## src/rtl/fifo_buff.sv

```systemverilog
// Synchronous first-word-fall-through FIFO with occupancy count and sticky
// overflow/underflow flags. Head word is a combinational read of the memory.
module fifo_buff #(
  parameter int DATA_WIDTH = 16,
  parameter int ADDR_WIDTH = 3
) (
  input  logic                  clk,
  input  logic                  reset,
  input  logic                  wr,
  input  logic                  rd,
  input  logic [DATA_WIDTH-1:0] w_data,
  output logic [DATA_WIDTH-1:0] r_data,
  output logic                  full,
  output logic                  empty,
  output logic [ADDR_WIDTH:0]   count,
  output logic                  overflow,
  output logic                  underflow
);

  localparam int DEPTH = 1 << ADDR_WIDTH;
  localparam logic [ADDR_WIDTH:0] FULL_CNT = (ADDR_WIDTH + 1)'(DEPTH);
  localparam logic [ADDR_WIDTH:0] CNT_ONE  = (ADDR_WIDTH + 1)'(1);
  localparam logic [ADDR_WIDTH-1:0] PTR_ONE = ADDR_WIDTH'(1);

  logic [DATA_WIDTH-1:0] mem [DEPTH];

  logic [ADDR_WIDTH-1:0] w_ptr_q, w_ptr_d;
  logic [ADDR_WIDTH-1:0] r_ptr_q, r_ptr_d;
  logic [ADDR_WIDTH:0]   count_q, count_d;
  logic                  overflow_q, overflow_d;
  logic                  underflow_q, underflow_d;
  logic                  wr_ok, rd_ok, mem_we;

  assign full      = (count_q == FULL_CNT);
  assign empty     = (count_q == '0);
  assign count     = count_q;
  assign overflow  = overflow_q;
  assign underflow = underflow_q;
  assign r_data    = mem[r_ptr_q];

  always_comb begin
    // A simultaneous read frees the head slot, so a write while full still lands.
    wr_ok       = wr && (!full || rd);
    rd_ok       = rd && !empty;
    mem_we      = wr_ok && !reset;
    w_ptr_d     = w_ptr_q;
    r_ptr_d     = r_ptr_q;
    count_d     = count_q;
    overflow_d  = overflow_q;
    underflow_d = underflow_q;

    if (wr_ok) w_ptr_d = w_ptr_q + PTR_ONE;
    if (rd_ok) r_ptr_d = r_ptr_q + PTR_ONE;

    case ({wr_ok, rd_ok})
      2'b10:   count_d = count_q + CNT_ONE;
      2'b01:   count_d = count_q - CNT_ONE;
      default: count_d = count_q;
    endcase

    if (wr && full && !rd) overflow_d = 1'b1;
    if (rd && empty)       underflow_d = 1'b1;
  end

  always_ff @(posedge clk) begin
    if (reset) begin
      w_ptr_q     <= '0;
      r_ptr_q     <= '0;
      count_q     <= '0;
      overflow_q  <= 1'b0;
      underflow_q <= 1'b0;
    end else begin
      w_ptr_q     <= w_ptr_d;
      r_ptr_q     <= r_ptr_d;
      count_q     <= count_d;
      overflow_q  <= overflow_d;
      underflow_q <= underflow_d;
    end
  end

  // Storage is never cleared, so it can map onto distributed RAM.
  always_ff @(posedge clk) begin
    if (mem_we) mem[w_ptr_q] <= w_data;
  end

endmodule

```

## config.mk

```make
export PLATFORM = sky130hd
export DESIGN_NAME = fifo_buff
export DESIGN_NICKNAME = d
export VERILOG_FILES = /design/src/rtl/fifo_buff.sv
export SDC_FILE = /design/constraint.sdc
export NUM_CORES = 1
export LEC_CHECK = 0
export CAP_MARGIN = 40
export CELL_PAD_IN_SITES_DETAIL_PLACEMENT = 0
export CELL_PAD_IN_SITES_GLOBAL_PLACEMENT = 1
export CORE_MARGIN = 10
export CORE_UTILIZATION = 54
export DETAILED_ROUTE_END_ITERATION = 12
export PLACE_DENSITY_LB_ADDON = 0.1
export SYNTH_ARGS = -nofsm -noshare
export SYNTH_HDL_FRONTEND = slang
export SYNTH_SLANG_ARGS = --single-unit
export TNS_END_PERCENT = 100
```

## constraint.sdc

```tcl
create_clock -name clk -period 4.45 [get_ports clk]
set_clock_uncertainty 0.05 [all_clocks]
set_input_delay 0.6675 -clock clk [delete_from_list [all_inputs] [get_ports clk]]
set_output_delay 0.6675 -clock clk [all_outputs]
set_load 0.01 [all_outputs]
```

# [After elaboration in Yosys (flattened, before gate mapping)]
# Memories as Yosys holds them, arrays and structs flattened. A register that Yosys moved wholly into a read port is not among the register bits.
# Cells that the tools add are included.
[op_classes] mux=5 n_reduce_logical=13 n_eq_ne=3 n_addsub=4
[ops] op="4-bit one-hot mux with 2 select lines" count=1
[ops] op="3-bit by 1-bit adder with 3-bit output (second input constant)" count=2
[ops] op="1-bit logical AND" count=6
[ops] op="3-bit two-way mux" count=2
[ops] op="4-bit by 1-bit adder with 4-bit output (second input constant)" count=1
[ops] op="4-bit equality test (second input constant)" count=1
[ops] op="1-bit logical NOT" count=4
[ops] op="4-bit logical NOT" count=1
[ops] op="4-bit by 1-bit subtractor with 4-bit output (second input constant)" count=1
[ops] op="2-bit by 1-bit equality test with 1-bit output (second input constant)" count=1
[ops] op="2-bit equality test (second input constant)" count=1
[ops] op="1-bit two-way mux" count=2
[ops] op="2-bit nonzero test" count=1
[ops] op="1-bit logical OR" count=1
[totals] output_inout_bits=24 mem_bits_rw=128 wordCells=31 mem_count=1 ff_bits=12
[memory_table] name="mem" depth=8 width=16 read_ports=1 rd_clocked_by_memory_dff=1 write_ports=1 line="25" rtl="logic [DATA_WIDTH-1:0] mem [DEPTH];"

# [Logic depth before layout (Yosys ltp)]
[depth] ltp_word=7 depth_mapped=11 mapped_depth_nobuf=9

# [Worst setup path before layout]
# OpenSTA, ideal clock, no wires.
[synth_timing] kind="input-to-reg" from="in reset" to="mem mem[0][0], enable pin" setup_time_ns=0.436 cell_stages=3 slack_ns=1.273 arrival_ns=2.690 n_path_buf=1 cell_sequence="clkbuf_1 -> nor2_1 -> nor4b_1"
[synth_between] elab_chain_cells=4
[synth_rtl] element="start: declaration" line="8" rtl="input logic reset,"
[synth_rtl] element="1-bit logical NOT" line="45" rtl="mem_we = wr_ok && !reset;"
[synth_rtl] element="1-bit logical AND" line="45"
[synth_rtl] element="1-bit two-way mux" line="83" rtl="if (mem_we) mem[w_ptr_q] <= w_data;"
[synth_rtl] element="1-bit two-way mux (not written as such)" line="83"
[synth_rtl] element="end: declaration" line="25"
# Every way passes these cells.

==> qor.log <==
qor: power_and_ir_drop.power.ir.vdd_worst 0.336 mV
qor: run_status.outcome complete, no violations
qor: cells_and_area.post-route-util 68.9%
qor: routing.drt.antenna.violating_nets 0
qor: global_routing.gr-total-overflow 0
qor: cells_and_area.finalNonFillerCells 474
qor: clock_network.cts_hold_buffers 0
qor: power_and_ir_drop.overall_power_of_the_completed_layout 3.67 mW
qor: power_and_ir_drop.seq_power_share 43.6%
qor: clock_network.clock_edge_transition_at_the_registers_on_the_reported_setup_and_hold_paths 60 ps
qor: global_routing.number_of_global_route_vias_before_repair 2,862
qor: cells_and_area.fillerInstances 617
qor: floorplanning.die_area 0.0147 mm^2
qor: floorplanning.die_x 121 um
qor: cells_and_area.syn_to_final_growth 22.8%
qor: cells_and_area.final_layout_size_suffix_gt1_share 28.7%
qor: clock_network.clkLatencyLatePin 510 ps
qor: synthesis.synth_mux_area_share 16.8%
qor: setup_path.regToRegStartpoint count[1]$_SDFFE_PP0P_
qor: cells_and_area.nets 353
qor: job.max_cap_violations 0
qor: synthesis.yosys.area_share.adder 1.13%
qor: global_routing.grt.total_usage 14.7%
qor: sta.rsz0062_at_grt no
qor: global_routing.antenna_found_initial 0
qor: synthesis.largest_family_of_logic_cells_by_synthesized_area multiplexers
qor: power_and_ir_drop.comb_power_share 18.2%
qor: placed_design.gp_congestion 0.745
qor: sta.final_hold_viol_count 0
qor: power_and_ir_drop.cell_internal_pwr 2.78 mW
qor: synthesis.yosysWarnings 0
qor: global_routing.grt_max_degree 33
qor: power_and_ir_drop.power.clock.fraction 38.2%
qor: cells_and_area.mostFrequentLayoutCells sky130_fd_sc_hd__edfxtp_1, sky130_fd_sc_hd__clkdlybuf4s50_1, sky130_fd_sc_hd__mux4_2
qor: floorplanning.floorplan.rows 36
qor: power_and_ir_drop.p_sw 884 uW
qor: synthesis.postSynthAreaPerCell 20.7 um^2
qor: floorplanning.dieHeight 121 um
qor: routing.vias_per_cell 5.65
qor: sta.post-route-period-util 80.6%
qor: clock_network.clock_tree_from_tritoncts yes
qor: sta.final.hold.worst_slack 413 ps
qor: synthesis.synth_compound_gate_area_share 1.56%
qor: synthesis.synth_sequential_area_ratio 74.8%
qor: synthesis.synthesis.instances 268
qor: synthesis.ys_dominant_reg_cell sky130_fd_sc_hd__edfxtp_1
qor: cells_and_area.multi_input_area 0.00136 mm^2
qor: clock_network.post-cts-setup-buffer-count 0
qor: synthesis.synthDistinctLibCells 32
qor: setup_path.critical_path.max_fanout 19
qor: power_and_ir_drop.netSwitchingFraction 24.1%
qor: floorplanning.initial_core_utilization 56.1%
qor: synthesis.synthesis.nets 293
qor: floorplanning.core-area 0.00986 mm^2
qor: synthesis.number_of_register_bits_inferred_by_synthesis 143
qor: routing.post_route_drc 0
qor: sta.period_needed 3590 ps
qor: sta.worst-slew-pin-transition 640 ps
qor: floorplanning.ios 44
qor: synthesis.async_s_r_ff_share_synth 0%
qor: setup_path.endpoint_arrival_time_on_the_critical_path 2870 ps
qor: synthesis.synth-edff-count 128
qor: power_and_ir_drop.power_per_standard_cell_area 540 mW/mm^2
qor: placed_design.cell_total_after_placement 442
qor: routing.route.vias.total 2,679
qor: power_and_ir_drop.leakagePower 2.19 nW
qor: placed_design.port_bufs 43
qor: global_routing.first_pass_grt_wire_length 16,000 um
qor: clock_network.tritoncts.num_buffers 17
qor: clock_network.htree_levels 4
qor: sta.number_of_max_slew_violations_in_the_final_report 0
qor: cells_and_area.number_of_diodes_added_for_antenna_fixing 0
qor: setup_path.end_kind output pin
qor: synthesis.syn-cell-area 0.00554 mm^2
qor: clock_network.clock_tree.buffer_depth 2
qor: cells_and_area.mostFrequentLayoutCell sky130_fd_sc_hd__edfxtp_1
qor: routing.detail_route.wl_per_cell 21.2 um
qor: sta.timing.final.setup_violations 0
qor: hold_path.hold_class flip-flop to flip-flop
qor: setup_path.worstSetupStartpointType flip-flop
qor: synthesis.synth-xor-area-share 1.11%
qor: clock_network.cts_num_sinks 143
qor: clock_network.cts_root_buf sky130_fd_sc_hd__clkbuf_8
qor: sta.setup-tns-final 0 ps
qor: routing.firstDrtPassIters 4
qor: placed_design.dpl.hpwl 5900 um
qor: setup_path.critPathRequiredTime 3730 ps
qor: sta.clock.fmax 279 MHz
qor: synthesis.synth_simple_gate_area_share 3.30%
qor: clock_network.cts-resized-gates 0
qor: setup_path.criticalPathCategory flip-flop to output pin
qor: cells_and_area.regArea 0.00415 mm^2
qor: routing.totalWireLength 10,100 um
qor: hold_path.hp-start underflow$_SDFFE_PP0P_
qor: routing.drt-initial-drc-count 218
qor: sta.max-slew-margin-rel 57.2%
-- metrics by stage --
stage	cell area (um^2)	setup WS [ps]
after detailed placement	6200	1320
after global placement	6190	1330
final	6800	865
after global routing	6800	636
after CTS	6800	762
after floorplan	5540	1270
-- cells by family after synthesis --
logic type / after synthesis
mux: 51
xor+xnor: 7
flops: 143
fa+ha+maj: 5
compound gates: 12
buf+inv: 15
simple gates: 35
-- critical path, stage by stage (launching register included) --
cell and delay, ps:
sky130_fd_sc_hd__dfxtp_2 750, sky130_fd_sc_hd__buf_4 330, sky130_fd_sc_hd__mux4_2 520, sky130_fd_sc_hd__mux2_2 280
sky130_fd_sc_hd__clkdlybuf4s50_1 480
-- cells in the mapped netlist (2+ instances only) --
| master | count | area (um^2) |
|---|---|---|
| sky130_fd_sc_hd__nor3_1 | 3 | 15.0 |
| sky130_fd_sc_hd__mux2i_1 | 3 | 30.0 |
| sky130_fd_sc_hd__dfxtp_1 | 15 | 300 |
| sky130_fd_sc_hd__buf_2 | 4 | 20.0 |
| sky130_fd_sc_hd__a21oi_1 | 4 | 20.0 |
| sky130_fd_sc_hd__edfxtp_1 | 128 | 3840 |
| sky130_fd_sc_hd__xor2_1 | 6 | 52.6 |
| sky130_fd_sc_hd__mux2_2 | 16 | 180 |
| sky130_fd_sc_hd__o21ai_0 | 3 | 15.0 |
| sky130_fd_sc_hd__nor4_1 | 3 | 18.8 |
| sky130_fd_sc_hd__o211ai_1 | 2 | 15.0 |
| sky130_fd_sc_hd__nor2_1 | 16 | 60.1 |
| sky130_fd_sc_hd__clkbuf_1 | 8 | 30.0 |
| sky130_fd_sc_hd__mux4_2 | 32 | 721 |
| sky130_fd_sc_hd__ha_1 | 5 | 62.6 |
| sky130_fd_sc_hd__nor4b_1 | 2 | 17.5 |
| sky130_fd_sc_hd__nand2_1 | 3 | 11.3 |
-- layout make-up --
class,instances,share of cell area [%]
clock buffers,18,6.15
multi-input cells,110,20.0
inverters,1,0.0552
repair buffers,55,7.77
clock inverters,14,2.61
well taps,133,2.45
flip-flops and latches,143,61.0
-- power by group through the flow --
stage | clock [mW] | combinational (mW) | sequential [mW]
after floorplan | 0 | 0.457 | 1.59
after global placement | 0 | 0.668 | 1.63
after detailed placement | 0 | 0.677 | 1.63
after CTS | 1.43 | 0.683 | 1.60
after global routing | 1.49 | 0.727 | 1.62
final | 1.40 | 0.667 | 1.60
-- registers in the layout, indices dropped and copies added (netlist names), named ones only --
register and flops:
w_ptr_q 3, underflow 1, mem 128, r_ptr_q 3
count 4, overflow 1
-- metal layers --
layer	part of all wire [%]	global-route usage (%)	vias up
met2	52	24.3	68
met5	0	0	-
met3	5.1	4.79	8
met1	42	17.7	1378
met4	1.0	5.51	0
li1	-	-	1225
-- final timing paths --
kind,to,slack (ps),cells after the start
hold / removal,underflow$_SDFFE_PP0P_,410,2
setup / recovery,r_data[15],860,4
hold reg to reg,underflow$_SDFFE_PP0P_,410,2
setup reg to reg,count[2]$_SDFFE_PP0P_,1600,9
Power figures use the tool's default switching activity.
